## config.mk

```make
export PLATFORM = sky130hd
export DESIGN_NAME = opp_packet_rx_flat
export DESIGN_NICKNAME = d
export VERILOG_FILES = /design/src/rtl/opp_pkt_pkg.sv /design/src/rtl/opp_packet_rx_if.sv /design/src/rtl/opp_packet_rx_link_watchdog.sv /design/src/rtl/opp_packet_rx.sv /design/src/flat_wrapper.sv
export SDC_FILE = /design/constraint.sdc
export NUM_CORES = 1
export LEC_CHECK = 0
export BUFFER_PORTS_ARGS = -buffer_cell sky130_fd_sc_hd__buf_2
export CORE_ASPECT_RATIO = 1.2
export CORE_UTILIZATION = 62
export CTS_CLUSTER_DIAMETER = 100
export DETAILED_ROUTE_END_ITERATION = 10
export MAX_ROUTING_LAYER = met4
export PLACE_DENSITY_LB_ADDON = 0.1
export REMOVE_ABC_BUFFERS = 1
export SETUP_SLACK_MARGIN = 0.5
export SYNTH_ARGS = -nofsm -noshare
export SYNTH_HDL_FRONTEND = slang
export SYNTH_HIERARCHICAL = 1
export SYNTH_SLANG_ARGS = --single-unit
```

## constraint.sdc

```tcl
create_clock -name clk -period 5.8 [get_ports clk]
set_clock_uncertainty 0.05 [all_clocks]
set_input_delay 0.29 -clock clk [delete_from_list [all_inputs] [get_ports clk]]
set_output_delay 0.29 -clock clk [all_outputs]
set_load 0.01 [all_outputs]
```

## src/rtl/opp_pkt_pkg.sv

```systemverilog
// Shared definitions for the opponent-state packet: frame geometry, field layout,
// reset positions and the receiver state type. The TX encoder imports this too.
package opp_pkt_pkg;

    localparam int FRAME_LEN     = 7;
    localparam int PAYLOAD_BYTES = 5;
    localparam int PAYLOAD_W     = 40;

    localparam int X_W    = 11;
    localparam int Y_W    = 11;
    localparam int DIR_W  = 9;
    localparam int GAME_W = 3;
    localparam int SEQ_W  = 6;

    // Payload is big-endian {x, y, dir, game, seq}; offsets are LSB positions.
    localparam int SEQ_OFF  = 0;
    localparam int GAME_OFF = SEQ_OFF + SEQ_W;
    localparam int DIR_OFF  = GAME_OFF + GAME_W;
    localparam int Y_OFF    = DIR_OFF + DIR_W;
    localparam int X_OFF    = Y_OFF + Y_W;

    localparam logic [7:0]       MAGIC_DEFAULT = 8'hA5;
    localparam logic [X_W-1:0]   RST_X         = 11'd300;
    localparam logic [Y_W-1:0]   RST_Y         = 11'd100;
    localparam logic [DIR_W-1:0] RST_DIR       = 9'd90;
    localparam logic [DIR_W-1:0] DIR_LIMIT     = 9'd360;
    localparam logic [SEQ_W-1:0] RST_SEQ       = 6'h3F;

    typedef enum logic [2:0] {
        RX_IDLE,
        RX_HDR,
        RX_PAYLOAD,
        RX_CHK,
        RX_DONE,
        RX_DRAIN
    } rx_state_t;

    typedef struct packed {
        logic [X_W-1:0]    x;
        logic [Y_W-1:0]    y;
        logic [DIR_W-1:0]  dir;
        logic [GAME_W-1:0] game;
    } opp_state_t;

    localparam opp_state_t OPP_RST_STATE = '{x: RST_X, y: RST_Y, dir: RST_DIR, game: '0};

    function automatic opp_state_t unpack_payload(input logic [PAYLOAD_W-1:0] p);
        opp_state_t s;
        s.x    = p[X_OFF    +: X_W];
        s.y    = p[Y_OFF    +: Y_W];
        s.dir  = p[DIR_OFF  +: DIR_W];
        s.game = p[GAME_OFF +: GAME_W];
        return s;
    endfunction

endpackage

```

## src/rtl/opp_packet_rx_if.sv

```systemverilog
// Byte stream feeding the opponent packet decoder.
// axiiv marks a valid byte on axiid; a frame is one unbroken high run and the
// first low cycle ends it. There is no backpressure: the receiver accepts every byte.
interface opp_rx_if;
    logic       axiiv;
    logic [7:0] axiid;

    modport master (output axiiv, output axiid);
    modport slave  (input  axiiv, input  axiid);
endinterface

```

## src/rtl/opp_packet_rx_link_watchdog.sv

```systemverilog
// Loadable down-counter: kick reloads TIMEOUT_CYCLES, alive is high while nonzero.
module link_watchdog #(
    parameter int TIMEOUT_CYCLES = 2_500_000
) (
    input  logic clk,
    input  logic rst,
    input  logic kick,
    output logic alive
);

    localparam int CW = $clog2(TIMEOUT_CYCLES + 1);

    logic [CW-1:0] cnt_q, cnt_d;

    // A kick on the same cycle the count reaches zero still reloads.
    always_comb begin
        cnt_d = cnt_q;
        if (kick) begin
            cnt_d = CW'(TIMEOUT_CYCLES);
        end else if (cnt_q != '0) begin
            cnt_d = cnt_q - 1'b1;
        end
    end

    always_ff @(posedge clk) begin
        if (rst) begin
            cnt_q <= '0;
        end else begin
            cnt_q <= cnt_d;
        end
    end

    assign alive = (cnt_q != '0);

endmodule

```

## src/rtl/opp_packet_rx.sv

```systemverilog
// Frames, checks and unpacks 7-byte opponent packets into registered game state.
// Define OPP_RX_SEQ_CHECK_EN to silently drop valid frames repeating the last seq.
module opp_packet_rx
    import opp_pkt_pkg::*;
#(
    parameter logic [7:0] MAGIC          = MAGIC_DEFAULT,
    parameter int         TIMEOUT_CYCLES = 2_500_000
) (
    input  logic             clk,
    input  logic             rst,
    opp_rx_if.slave          rx,
    output logic [X_W-1:0]   r_opp_x,
    output logic [Y_W-1:0]   r_opp_y,
    output logic [DIR_W-1:0] r_opp_dir,
    output logic [GAME_W-1:0] r_opp_game,
    output logic             receive_axiov,
    output logic [7:0]       err_count,
    output logic             link_up,
    output rx_state_t        dbg_state,
    output logic [SEQ_W-1:0] dbg_last_seq
);

    rx_state_t              state_q, state_d;
    logic [PAYLOAD_W-1:0]   shift_q, shift_d;
    logic [7:0]             xor_q, xor_d;
    logic [2:0]             cnt_q, cnt_d;
    logic                   chk_ok_q, chk_ok_d;
    opp_state_t             opp_q, opp_d;
    logic                   strobe_q, strobe_d;
    logic [7:0]             err_q, err_d;
    logic [SEQ_W-1:0]       last_seq_q, last_seq_d;

    logic                   kick;
    logic                   frame_end;
    logic                   frame_good;
    logic                   seq_fresh;
    opp_state_t             rx_fields;
    logic [SEQ_W-1:0]       rx_seq;

    assign rx_fields  = unpack_payload(shift_q);
    assign rx_seq     = shift_q[SEQ_OFF +: SEQ_W];
    assign frame_good = (state_q == RX_DONE) && chk_ok_q && (rx_fields.dir < DIR_LIMIT);

`ifdef OPP_RX_SEQ_CHECK_EN
    assign seq_fresh = (rx_seq != last_seq_q);
`else
    assign seq_fresh = 1'b1;
`endif

    always_comb begin
        state_d    = state_q;
        shift_d    = shift_q;
        xor_d      = xor_q;
        cnt_d      = cnt_q;
        chk_ok_d   = chk_ok_q;
        opp_d      = opp_q;
        strobe_d   = 1'b0;
        err_d      = err_q;
        last_seq_d = last_seq_q;
        kick       = 1'b0;
        frame_end  = 1'b0;

        // IDLE consumes B0; HDR/PAYLOAD consume B1..B5; CHK consumes B6.
        case (state_q)
            RX_IDLE: begin
                if (rx.axiiv) begin
                    xor_d    = rx.axiid;
                    cnt_d    = '0;
                    chk_ok_d = 1'b0;
                    state_d  = (rx.axiid == MAGIC) ? RX_HDR : RX_DRAIN;
                end
            end
            RX_HDR, RX_PAYLOAD: begin
                if (rx.axiiv) begin
                    shift_d = {shift_q[PAYLOAD_W-9:0], rx.axiid};
                    xor_d   = xor_q ^ rx.axiid;
                    cnt_d   = cnt_q + 3'd1;
                    state_d = (cnt_q == 3'(PAYLOAD_BYTES - 1)) ? RX_CHK : RX_PAYLOAD;
                end else begin
                    frame_end = 1'b1;
                end
            end
            RX_CHK: begin
                if (rx.axiiv) begin
                    chk_ok_d = (rx.axiid == xor_q);
                    state_d  = RX_DONE;
                end else begin
                    frame_end = 1'b1;
                end
            end
            RX_DONE: begin
                if (rx.axiiv) begin
                    state_d = RX_DRAIN;
                end else begin
                    frame_end = 1'b1;
                end
            end
            RX_DRAIN: begin
                if (!rx.axiiv) begin
                    frame_end = 1'b1;
                end
            end
            default: state_d = RX_IDLE;
        endcase

        // Every non-idle frame is judged exactly once, on its first low cycle.
        if (frame_end) begin
            state_d = RX_IDLE;
            if (frame_good) begin
                kick = 1'b1;
                if (seq_fresh) begin
                    opp_d      = rx_fields;
                    strobe_d   = 1'b1;
                    last_seq_d = rx_seq;
                end
            end else if (err_q != 8'hFF) begin
                err_d = err_q + 8'd1;
            end
        end
    end

    always_ff @(posedge clk) begin
        if (rst) begin
            state_q    <= RX_IDLE;
            shift_q    <= '0;
            xor_q      <= '0;
            cnt_q      <= '0;
            chk_ok_q   <= 1'b0;
            opp_q      <= OPP_RST_STATE;
            strobe_q   <= 1'b0;
            err_q      <= '0;
            last_seq_q <= RST_SEQ;
        end else begin
            state_q    <= state_d;
            shift_q    <= shift_d;
            xor_q      <= xor_d;
            cnt_q      <= cnt_d;
            chk_ok_q   <= chk_ok_d;
            opp_q      <= opp_d;
            strobe_q   <= strobe_d;
            err_q      <= err_d;
            last_seq_q <= last_seq_d;
        end
    end

    link_watchdog #(
        .TIMEOUT_CYCLES(TIMEOUT_CYCLES)
    ) u_watchdog (
        .clk  (clk),
        .rst  (rst),
        .kick (kick),
        .alive(link_up)
    );

    assign r_opp_x       = opp_q.x;
    assign r_opp_y       = opp_q.y;
    assign r_opp_dir     = opp_q.dir;
    assign r_opp_game    = opp_q.game;
    assign receive_axiov = strobe_q;
    assign err_count     = err_q;
    assign dbg_state     = state_q;
    assign dbg_last_seq  = last_seq_q;

endmodule

```

## src/flat_wrapper.sv

```systemverilog
// flat-port wrapper written by rule: the top's interface ports become plain ports
module opp_packet_rx_flat import opp_pkt_pkg::*;
#(
    parameter logic [7:0] MAGIC          = MAGIC_DEFAULT,
    parameter int         TIMEOUT_CYCLES = 2_500_000
)
  (clk, rst, r_opp_x, r_opp_y, r_opp_dir, r_opp_game, receive_axiov, err_count, link_up, dbg_state, dbg_last_seq, rx_axiiv, rx_axiid);
  opp_rx_if rx_i ();
  input  logic clk;
  input  logic rst;
  output logic [X_W-1:0] r_opp_x;
  output logic [Y_W-1:0] r_opp_y;
  output logic [DIR_W-1:0] r_opp_dir;
  output logic [GAME_W-1:0] r_opp_game;
  output logic receive_axiov;
  output logic [7:0] err_count;
  output logic link_up;
  output rx_state_t dbg_state;
  output logic [SEQ_W-1:0] dbg_last_seq;
  input wire logic [$bits(rx_i.axiiv)-1:0] rx_axiiv;
  input wire logic [$bits(rx_i.axiid)-1:0] rx_axiid;
  assign rx_i.axiiv = rx_axiiv;
  assign rx_i.axiid = rx_axiid;
  opp_packet_rx #(.MAGIC(MAGIC), .TIMEOUT_CYCLES(TIMEOUT_CYCLES)) u_core (.clk(clk), .rst(rst), .rx(rx_i), .r_opp_x(r_opp_x), .r_opp_y(r_opp_y), .r_opp_dir(r_opp_dir), .r_opp_game(r_opp_game), .receive_axiov(receive_axiov), .err_count(err_count), .link_up(link_up), .dbg_state(dbg_state), .dbg_last_seq(dbg_last_seq));
endmodule
```

# ---- Word-level counts from Yosys, hierarchy flattened
# Cells that the tools add are included.
dict set report word_totals {
  input_bits 11
  output_inout_bits 53
  register_bits 126
}
dict set report op_classes {
  muxes 22
  order_cmp 1
  n_bitwise 3
  n_eq_ne 13
  add_sub_neg 3
  n_reduce_logical 17
}
# op count
set ops {}
lappend ops {{22-bit two-way mux} 2}
lappend ops {{22-bit nonzero test} 1}
lappend ops {{22-bit by 1-bit subtractor with 22-bit output (second input constant)} 1}
lappend ops {{3-bit two-way mux} 7}
lappend ops {{8-bit two-way mux} 2}
lappend ops {{8-bit case mux with 2 select lines} 1}
lappend ops {{3-bit case mux with 5 select lines} 1}
lappend ops {{3-bit equality test (second input constant)} 3}
lappend ops {{9-bit less-than comparator (second input constant)} 1}
lappend ops {{3-bit AND reduction} 3}
lappend ops {{8-bit by 1-bit adder with 8-bit output (second input constant)} 1}
lappend ops {{8-bit equality test} 1}
lappend ops {{8-bit equality test (second input constant)} 1}
lappend ops {{2-bit inequality test (second input constant)} 4}
lappend ops {{8-bit inequality test (second input constant)} 1}
lappend ops {{8-bit XOR} 1}
lappend ops {{1-bit two-way mux} 7}
lappend ops {{3-bit by 2-bit equality test with 1-bit output (second input constant)} 2}
lappend ops {{3-bit case mux with 2 select lines} 1}
lappend ops {{2-bit nonzero test} 3}
lappend ops {{2-bit OR reduction} 3}
lappend ops {{5-bit AND reduction} 1}
lappend ops {{5-bit OR reduction} 1}
lappend ops {{2-bit AND reduction} 2}
lappend ops {{6 further kinds} 8}

# ---- Longest topological paths before layout
# Gate-level depths: netlist (run 1).
dict set report depth {
  ltp_word 6
  ltp_mapped 11
}

# ---- Hierarchy
# Netlist (run 1), hierarchy kept.
# module cells_per_inst instances area_each_um2 seq_area_each_um2
set by_module_without_submodules {}
lappend by_module_without_submodules {opp_packet_rx 541 1 4316.6 2082.0}
lappend by_module_without_submodules {link_watchdog 127 1 1081.0 440.4}

# ---- Worst setup path after synthesis (run 1)
# No wires, ideal clock.
dict set report synth_timing {
  kind {register to register}
  from {reg u_core.state_q[2], in the netlist u_core/dbg_state[2]}
  to {reg u_core.u_watchdog.cnt_q[0]}
  required_time_ns 5.622
  setup_ns 0.128
  path_buffers 5
  stages_incl_launch_ff 12
  t_arrival_ns 1.992
  slack_ns 3.631
  path_cell_list {dfxtp_1 buf_4 nor4bb_1 and3_2 nand2b_1 buf_2 clkinv_4 buf_4 or2_2 clkbuf_1 clkbuf_1 nor2_1}
}
dict set report synth_via {
  elab_chain_cells 6
}
# element line_no
set synth_rtl {}
lappend synth_rtl {{start: declaration} opp_packet_rx.sv:23} ;# rx_state_t state_q, state_d;
lappend synth_rtl {{start signal: assignment} opp_packet_rx.sv:134} ;# state_q <= state_d;
lappend synth_rtl {{parallel branches: the longest is 4 deep, another holds 5-bit OR reduction} --}
lappend synth_rtl {{1-bit two-way mux *} opp_packet_rx.sv:107} ;# if (frame_end) begin
lappend synth_rtl {{via u_core.kick} opp_packet_rx.sv:33} ;# logic kick;
lappend synth_rtl {{2-bit OR reduction (no line) *} --}
lappend synth_rtl {{end signal: assignment} opp_packet_rx_link_watchdog.sv:29} ;# cnt_q <= cnt_d;
lappend synth_rtl {{end: declaration} opp_packet_rx_link_watchdog.sv:13} ;# logic [CW-1:0] cnt_q, cnt_d;
# Mark *: on every way through the listed nets, which the timed path passes.
# A chain may end at the register's enable or synchronous reset.

# ---- Worst setup path in the final report (run 1)
dict set report layout_timing {
  from {reg u_core.state_q[1], in the netlist u_core/dbg_state[1]}
  to {reg u_core.u_watchdog.cnt_q[1]}
}
dict set report layout_via {
  elab_chain_cells 6
}
# element line_no
set layout_rtl {}
lappend layout_rtl {{parallel branches: the longest is 4 deep, another holds 5-bit OR reduction} --}
lappend layout_rtl {{1-bit two-way mux *} opp_packet_rx.sv:107}
lappend layout_rtl {{2-bit OR reduction (no line) *} --}
# Every way passes the cells marked *.

==> results of run 1 <==
where the power goes:
part	leakage (nW)	total (mW)	switching (mW)	internal, mW
Combinational	1.07	0.550	0.323	0.228
Clock	0.279	0.982	0.354	0.628
Sequential	1.02	1.02	0.0809	0.938
state kept, by name, indices dropped and copies added, names as in the netlist:
name                     count
u_core/shift_q              40
u_core/r_opp_y              11
u_core/cnt_q                 3
u_core/dbg_last_seq          6
u_core/dbg_state             3
u_core/r_opp_x              11
u_core/r_opp_dir             9
u_core/err_count             8
u_core/xor_q                 8
u_core/chk_ok_q              1
u_core/receive_axiov         1
u_core/u_watchdog/cnt_q     22
u_core/r_opp_game            3
how the worst min path moves through the flow:
stage / depth (start not counted) / end / from
global route: 3 / u_core/shift_q[1] / rx_axiid[1]
global placement: 2 / u_core/r_opp_game[0] / u_core/r_opp_game[0]
CTS: 3 / u_core/dbg_state[2] / rx_axiiv
detailed placement: 2 / u_core/r_opp_x[1] / u_core/r_opp_x[1]
floorplan: 1 / u_core/chk_ok_q / rst
finish: 3 / u_core/dbg_state[0] / rx_axiiv
cells in the final DEF (no fill, tap or decap), types with 3 or more instances in the layout:
master / count
nand2_1: 180
xor2_1: 11
and2_1: 3
nor4bb_1: 3
nor4_1: 6
or3_1: 8
inv_1: 9
nor3_1: 10
clkinv_2: 4
buf_4: 5
a211o_1: 8
o211ai_1: 4
or2_2: 3
dfxtp_1: 126
ha_1: 5
nor2_1: 27
a21oi_1: 96
nand4_1: 5
mux2_1: 3
o21ai_0: 21
buf_2: 62
o22ai_1: 8
nor4b_1: 3
a31oi_1: 8
nor2b_1: 4
and3_1: 3
nand3_1: 15
nand3b_1: 17
clkbuf_8: 7
xnor2_1: 14
clkbuf_16: 16
area by class of cell:
cell class / count / area (µm²)
Multi-Input combinational cell: 487 / 2590
Fill cell: 692 / 2080
Clock buffer: 24 / 500
Tap cell: 114 / 143
Sequential cell: 126 / 2520
Clock inverter: 6 / 57.6
Timing Repair Buffer: 67 / 348
Inverter: 10 / 42.5
metrics by stage:
stage	worst slack, ps	instance area (µm²)
4_1_cts	2430	6210
5_1_grt	2110	6210
3_5_place_dp	2460	5650
3_3_place_gp	2540	5650
6_report	2410	6210
2_1_floorplan	2610	5160
logic make-up after synthesis:
logic type / share of synthesized area
AND/OR/NAND/NOR: 0.260
adder cells (fa/ha/maj): 0.0134
AO/OA/AOI/OAI: 0.158
XOR/XNOR: 0.0406
flip-flops: 0.467
multiplexers: 0.00811
buffers and inverters: 0.0524
metal layers:
| layer | part of all wire | track usage | vias up |
|---|---|---|---|
| li1 | - | - | 2357 |
| met1 | 0.44 | 0.323 | 2206 |
| met2 | 0.50 | 0.435 | 124 |
| met3 | 0.052 | 0.0786 | 10 |
| met4 | 0.0091 | 0.0749 | 0 |
| met5 | 0 | - | - |
tightest hold or removal path: stages:
cell and delay, ps:
buf_2 130, inv_1 70, nor3_1 50
==> flow_summary_export.csv, run 1 <==
group,metric,value,unit
logic_synthesis,synthArstFlopShare,0,
logic_synthesis,synthTopCellsByArea,"dfxtp_1 47%, nand2_1 13%, a21oi_1 8.9%, nand3b_1 2.4%, xnor2_1 2.3%",
worst_setup_path,worst-setup-path-type,"reg2reg",
pwr,total_power,2.55,mW
drt,route.detailed.drc,0,
worst_setup_path,worst-path-max-fanout,42,
logic_synthesis,synth_seq_area_share,0.467,
worst_setup_path,slowest_stage,"dfxtp_1",
clock_tree,numCtsBuffers,17,
logic_synthesis,syn_area,5400,µm²
sta,setup-tns-final,0,ps
sta,hold_viol,0,
layout,nNetsFinal,725,
layout,antennaDiodeCount,0,
worst_setup_path,critPathTopFamily,"simple AND/OR/NAND/NOR gates",
layout,final_cells,834,
global_routing,grt_use_total,0.268,
floorplanning,core.rowCount,36,
clock_tree,cts_buffer_depth,2,
drt,drtIter0Drc,241,
sta,worst_slew_pin_slew,913,ps
sta,max_clock_freq,295,MHz
logic_synthesis,synth_cells,668,
floorplanning,ios,64,
placement,dp_cells,804,
worst_setup_path,crit_required,6180,ps
placement,hpwlAfterDp,7200,µm
drt,drt_pass1_iterations,4,
pwr,powerDensity,411,nW/µm²
sta,fin_crit_sh,0.585,
sta,hold_slack,26.5,ps
global_routing,grt_max_degree,85,
global_routing,grt_pass1_vias,4205,
worst_setup_path,r2r_cells,6,
worst_setup_path,cp_slowest_stage_delay,890,ps
worst_setup_path,rr_startpoint,"u_core/dbg_state[1]",
logic_synthesis,synth_top_cell_by_area,"dfxtp_1",
sta,slew_headroom,0.390,
clock_tree,ctsResizeCount,0,
worst_setup_path,critPathBufInv,1,
clock_tree,cts_setup_buffers,0,
placement,gp_congestion,0.865,
flow_run,maxCapViolCount,0,
drt,vias,4697,
clock_tree,clock_latency,510,ps
sta,finalCriticalPeriod,3390,ps
floorplanning,core,8290,µm²
logic_synthesis,synth_ff_type,"dfxtp_1",
sta,drv_slew,0,
worst_setup_path,startpoint,"u_core/dbg_state[1]",
global_routing,globalRouteOverflowTotal,0,
floorplanning,die_w,87.2,µm
floorplanning,die-area,9080,µm²
worst_setup_path,arrival,3770,ps
pwr,peakVddDrop,0.218,mV
logic_synthesis,yosys-top-cells-count,"180 x nand2_1, 126 x dfxtp_1, 96 x a21oi_1",
clock_tree,holdBufCountCts,0,
sta,setup_viol,0,
outcome,status,"completed",
worst_setup_path,cp.depth,6,
floorplanning,initial_core_util,0.651,
worst_setup_path,r2r_end,"u_core/u_watchdog/cnt_q[1]",
clock_tree,clkTransAtPathRegs,60,ps
clock_tree,cts_tree,"yes",
sta,rsz0062_at_grt,"no",
clock_tree,htree_num_levels,4,
global_routing,grt_pass1_wl,18900,µm
drt,drt.antenna.violating_nets,0,
global_routing,antenna_found_initial,0,
layout,syn_to_final_growth,15.0,%
logic_synthesis,yosysTopAreaCellShare,0.467,
layout,fin_util,0.749,
layout,final_layout_size_suffix_gt1_frac,0.153,
worst_setup_path,endpoint_kind,"flip-flop",
drt,finalWirelength,11500,µm
logic_synthesis,syn_area_per_cell,8.08,µm²
clock_tree,clock-sinks,126,
worst_setup_path,r2r_slack,2410,ps
worst_setup_path,worstPathCellList,"a21oi_2, o31ai_4, nand2b_2, clkinv_4, or2_2, a211oi_1",
floorplanning,chipHeight,104,µm
logic_synthesis,ys_warn_count,6,
logic_synthesis,yosysMostFrequentCell,"nand2_1",
placement,port_buffers,63,
logic_synthesis,ys_seq_elements,126,
logic_synthesis,synth_edf_count,0,
worst_setup_path,crit_end,"u_core/u_watchdog/cnt_q[1]",
drt,routedWlPerCell,13.7,µm
clock_tree,clock-root-buffer,"clkbuf_8",
drt,vias_per_cell,5.63,
worst_setup_path,start_kind,"flip-flop",
pwr,p_leak,2.37,nW
min_path,hold_class,"in2reg",
logic_synthesis,synth_cell_types,51,
(Power assumes the default switching activity.)
==> run 2: changes to the inputs <==
- CORE_UTILIZATION: 62 -> 52
- clock period: 5.8 -> 2.9 ns (I/O delays scaled with it)
==> run 2 against run 1 <==
  * Highest routed layer unchanged
  * Flip-flop and latch count did not move
  * Clock power rose by 130%
  * Sequential power rose by 98%
  * Critical path depth did not move
  * Sequential share of layout area fell by 1.4 points
  * Critical path type is now reg2out
  * First-iteration DRC count rose by 12%
  * Total power rose by 110%
  * Via count fell by 1.4%
  * Utilization fell by 11 points
  * Wire length rose by 1.0%
  * Global-route usage fell by 3.7 points
  * Cell count rose by 3.4%
==> flow_summary_export.csv, run 2 (synthesis gave the netlist of run 1 again) <==
group,metric,value,unit
outcome,status,"completed",
sta,max_clock_freq,435,MHz
global_routing,grt_pass1_vias,4203,
floorplanning,initial_core_util,0.537,
floorplanning,core,10100,µm²
global_routing,grt_max_degree,61,
floorplanning,die-area,10800,µm²
sta,rsz0062_at_grt,"no",
min_path,hold_class,"in2reg",
global_routing,grt_pass1_wl,19000,µm
pwr,peakVddDrop,0.460,mV
sta,setup_viol,0,
pwr,powerDensity,844,nW/µm²
drt,wl_met2,5870,µm
drt,dr_wl_met3,420,µm
drt,top_layer_used,"met4",
global_routing,globalRouteOverflowTotal,0,
clock_tree,clock-sinks,126,
layout,syn_to_final_growth,19.2,%
clock_tree,clock_latency,410,ps
flow_run,maxCapViolCount,0,
worst_setup_path,crit_required,2710,ps
sta,drv_slew,0,
drt,drtIter0Drc,270,
worst_setup_path,worst-path-max-fanout,5,
drt,drt_pass1_iterations,4,
placement,port_buffers,63,
floorplanning,ios,64,
worst_setup_path,endpoint_kind,"output port",
layout,nNetsFinal,739,
worst_setup_path,r2r_slack,700,ps
drt,drt.antenna.violating_nets,0,
drt,met1_length,5150,µm
floorplanning,die_w,95.0,µm
clock_tree,htree_num_levels,4,
clock_tree,clock-root-buffer,"clkbuf_16",
sta,fin_crit_sh,0.793,
drt,routedWlPerCell,13.4,µm
clock_tree,clkTransAtPathRegs,50,ps
global_routing,grt_use_total,0.232,
drt,finalWirelength,11600,µm
floorplanning,core.rowCount,40,
drt,route.detailed.drc,0,
sta,finalCriticalPeriod,2300,ps
placement,gp_congestion,0.856,
global_routing,antenna_found_initial,0,
floorplanning,chipHeight,114,µm
layout,top_register,"u_core/shift_q",
sta,hold_slack,18.6,ps
sta,setup-tns-final,0,ps
layout,top_regs,"u_core/shift_q (40), u_core/u_watchdog/cnt_q (22)",
clock_tree,numCtsBuffers,17,
drt,vias_per_cell,5.37,
sta,worst_slew_pin_slew,684,ps
placement,hpwlAfterDp,7190,µm
worst_setup_path,arrival,2110,ps
pwr,total_power,5.43,mW
worst_setup_path,worst-setup-path-type,"reg2out",
clock_tree,cts_tree,"yes",
layout,fin_util,0.640,
drt,vias,4631,
layout,antennaDiodeCount,0,
layout,mostFrequentLayoutCells,"180 x nand2_1, 126 x dfxtp_1, 96 x a21oi_1",
pwr,p_leak,2.46,nW
layout,final_layout_size_suffix_gt1_frac,0.160,
worst_setup_path,start_kind,"flip-flop",
layout,largest_reg_flops,40,
sta,slew_headroom,0.543,
layout,layout_commonest_cell,"nand2_1",
sta,hold_viol,0,
clock_tree,cts_buffer_depth,2,
-- run 2: cell count changes in the layout (fill, tap and decap cells not counted), sizes merged --
cell,change
bufinv,+3
clkbuf,-3
buf,+6
clkinvlp,+2
dlygate4sd3,+8
-- run 2: repair_timing --
item / in CTS / in global routing
hold endpoints to repair: 9 / 0
resized for setup: 0 / 1
endpoints found under the setup margin: 0 / 6
setup buffers: 0 / 2
hold buffers: 8 / 0
-- run 2: metrics by stage --
step	cells	area [µm²]	worst slack, ps
4_1_cts	860	6420	580
5_1_grt	862	6440	494
2_1_floorplan	623	5160	-287
6_report	862	6440	599
3_5_place_dp	820	5710	596
3_3_place_gp	820	5710	726
-- run 2: per-layer routing --
layer | GRT usage | vias to the layer above
met4 | 0.0808 | 0
met3 | 0.0640 | 10
met1 | 0.264 | 2149
met2 | 0.388 | 81
met5 | - | -
li1 | - | 2391
-- run 2: area by class of cell --
type	instances	area (µm²)
clock buffer	21	470
clock inverter	11	163
fill	889	3620
inverter	10	42.5
multi-input combinational	487	2590
sequential	126	2520
tap	126	158
timing repair buffer	81	485
-- run 2: where the power goes --
group	leakage, nW	total [mW]	internal (mW)	switching (mW)
clock	0.305	2.23	1.50	0.734
sequential	1.02	2.02	1.88	0.146
combinational	1.14	1.18	0.518	0.658
total	2.46	5.43	3.89	1.54
-- run 2: worst paths after layout --
path | from | cells after the start | endpoint
hold / removal | rx_axiid[2] | 3 | u_core/shift_q[2]
setup / recovery | u_core/u_watchdog/cnt_q[0] | 6 | link_up
hold reg to reg | u_core/r_opp_dir[0] | 2 | u_core/r_opp_dir[0]
setup reg to reg | u_core/dbg_state[2] | 6 | u_core/u_watchdog/cnt_q[1]
-- run 2: critical path: stages, from the launching register on --
cell	delay [ps]
dfxtp_1	330
inv_1	90
ha_1	140
nor4b_1	430
nand4_1	170
or2_2	380
buf_2	160
==> run 3: changes to the inputs <==
- clock period: 2.9 -> 2 ns (I/O delays scaled with it)
==> run 3 against run 2 <==
  * The run now ends with negative setup slack left
  * Highest routed layer unchanged
  * Wire length up 130%
  * Die area stayed put
  * Largest power group is now combinational cells
  * Non-clock buffer count rose by 117
  * Setup slack worse by 1000 ps
  * Via count up 43%
==> flow_summary_export.csv, run 3 (synthesis gave the netlist of run 1 again) <==
group,metric,value,unit
outcome,status,"finished with violations",
outcome,failed_checks,"negative setup slack",
worst_setup_path,r2r_slack,-440,ps
clock_tree,clock-root-buffer,"clkbuf_16",
drt,vias_per_cell,6.77,
sta,rsz0062_at_grt,"yes",
drt,drt_pass1_iterations,6,
flow_run,maxCapViolCount,0,
worst_setup_path,endpoint_kind,"flip-flop",
sta,finalCriticalPeriod,2440,ps
layout,final_layout_size_suffix_gt1_frac,0.553,
drt,finalWirelength,26600,µm
worst_setup_path,arrival,2690,ps
floorplanning,die-area,10800,µm²
placement,post-place-ws,-143,ps
sta,fin_ws,-443,ps
floorplanning,chipHeight,114,µm
clock_tree,htree_num_levels,4,
layout,final_cells,979,
clock_tree,clkTransAtPathRegs,60,ps
sta,hold_slack,92.9,ps
sta,worst_slew_pin_slew,501,ps
global_routing,grt_pass1_wl,28100,µm
drt,drt.antenna.violating_nets,0,
layout,mostFrequentLayoutCells,"106 x dfxtp_1, 84 x nand2_1, 71 x nand2_4",
pwr,switching_power,3.94,mW
clock_tree,cts_tree,"yes",
global_routing,antenna_found_initial,0,
layout,top_regs,"u_core/shift_q (40), u_core/u_watchdog/cnt_q (22)",
floorplanning,ios,64,
clock_tree,numCtsBuffers,17,
pwr,swShare,0.360,
worst_setup_path,start_kind,"flip-flop",
pwr,power_frac_comb,0.423,
drt,routedWlPerCell,27.2,µm
floorplanning,core.rowCount,40,
global_routing,grt_max_degree,70,
placement,port_buffers,63,
placement,dp_cells,839,
floorplanning,initial_core_util,0.537,
layout,top_register,"u_core/shift_q",
clock_tree,clock_latency,430,ps
min_path,hold_class,"in2reg",
placement,dpl-instance-area,5880,µm²
sta,hold_viol,0,
sta,slew_headroom,0.663,
pwr,intPower,7.00,mW
placement,gp_congestion,0.851,
floorplanning,die_w,95.0,µm
sta,fin_crit_sh,1.22,
layout,layout_commonest_cell,"dfxtp_1",
clock_tree,cts_buffer_depth,2,
layout,nNetsFinal,856,
pwr,seqPwrFrac,0.280,
sta,max_clock_freq,409,MHz
pwr,power_frac_clock,0.298,
clock_tree,clock-sinks,126,
pwr,powerDensity,1160,nW/µm²
layout,largest_reg_flops,40,
drt,vias,6627,
global_routing,globalRouteOverflowTotal,0,
layout,antennaDiodeCount,0,
floorplanning,core,10100,µm²
global_routing,grt_use_total,0.353,
placement,hpwlAfterDp,7600,µm
layout,syn_to_final_growth,75.2,%
layout,finalInstanceArea,9460,µm²
sta,drv_slew,0,
pwr,peakVddDrop,0.996,mV
drt,drtIter0Drc,780,
worst_setup_path,crit_required,2240,ps
sta,setup-tns-final,-1930,ps
drt,route.detailed.drc,0,
sta,setup_viol,12,
pwr,p_leak,4.15,nW
global_routing,grt_pass1_vias,5612,
worst_setup_path,worst-setup-path-type,"reg2reg",
worst_setup_path,worst-path-max-fanout,6,
==> run 3: metrics by stage <==
stage	total power [mW]	utilization
final	10.9	0.940
after CTS	9.41	0.808
after global placement	4.79	0.584
after global routing	11.2	0.940
after floorplan	4.17	-
after detailed placement	4.87	0.584
==> run 3: worst paths after layout <==
check,start,to,cells after the start
min reg2reg,u_core/r_opp_x[10],u_core/r_opp_x[10],2
max,u_core/u_watchdog/cnt_q[11],u_core/u_watchdog/cnt_q[8],7
min,rx_axiiv,u_core/cnt_q[1],4
max reg2reg,u_core/u_watchdog/cnt_q[11],u_core/u_watchdog/cnt_q[8],7
==> run 3: per-layer routing <==
layer	GRT usage	wire length (µm)
met2	0.577	12300
met1	0.388	8660
met5	-	0
met4	0.196	2370
met3	0.0907	3230
==> run 3: final cells by class <==
class,instances,area (µm²)
Multi-Input combinational cell,487,3940
Sequential cell,126,2560
Timing Repair Buffer,198,2130
Fill cell,264,603
Clock buffer,18,439
Clock inverter,14,168
Tap cell,126,158
Inverter,10,56.3
==> run 3: critical path, stage by stage (launching register included) <==
cell	delay, ps
dfxtp_2	350
nor3_1	450
nand4_1	290
buf_4	230
buf_6	120
o211ai_1	340
xor2_1	320
a21oi_1	160
==> run 3: power by group through the flow <==
| stage | Clock (mW) | Combinational [mW] | Sequential (mW) |
|---|---|---|---|
| after floorplan | 0 | 1.22 | 2.95 |
| after global placement | 0 | 1.85 | 2.94 |
| after detailed placement | 0 | 1.91 | 2.95 |
| after CTS | 3.18 | 3.27 | 2.96 |
| after global routing | 3.36 | 4.73 | 3.07 |
| final | 3.26 | 4.62 | 3.06 |
==> run 3: repair_timing <==
item | in CTS | in global routing
hold buffers | 10 | 0
gates cloned | 14 | 11
pin swaps | 102 | 139
buffers inserted | 49 | 24
hold endpoints to repair | 12 | 0
gates resized for setup | 210 | 224
endpoints found under the setup margin | 123 | 123
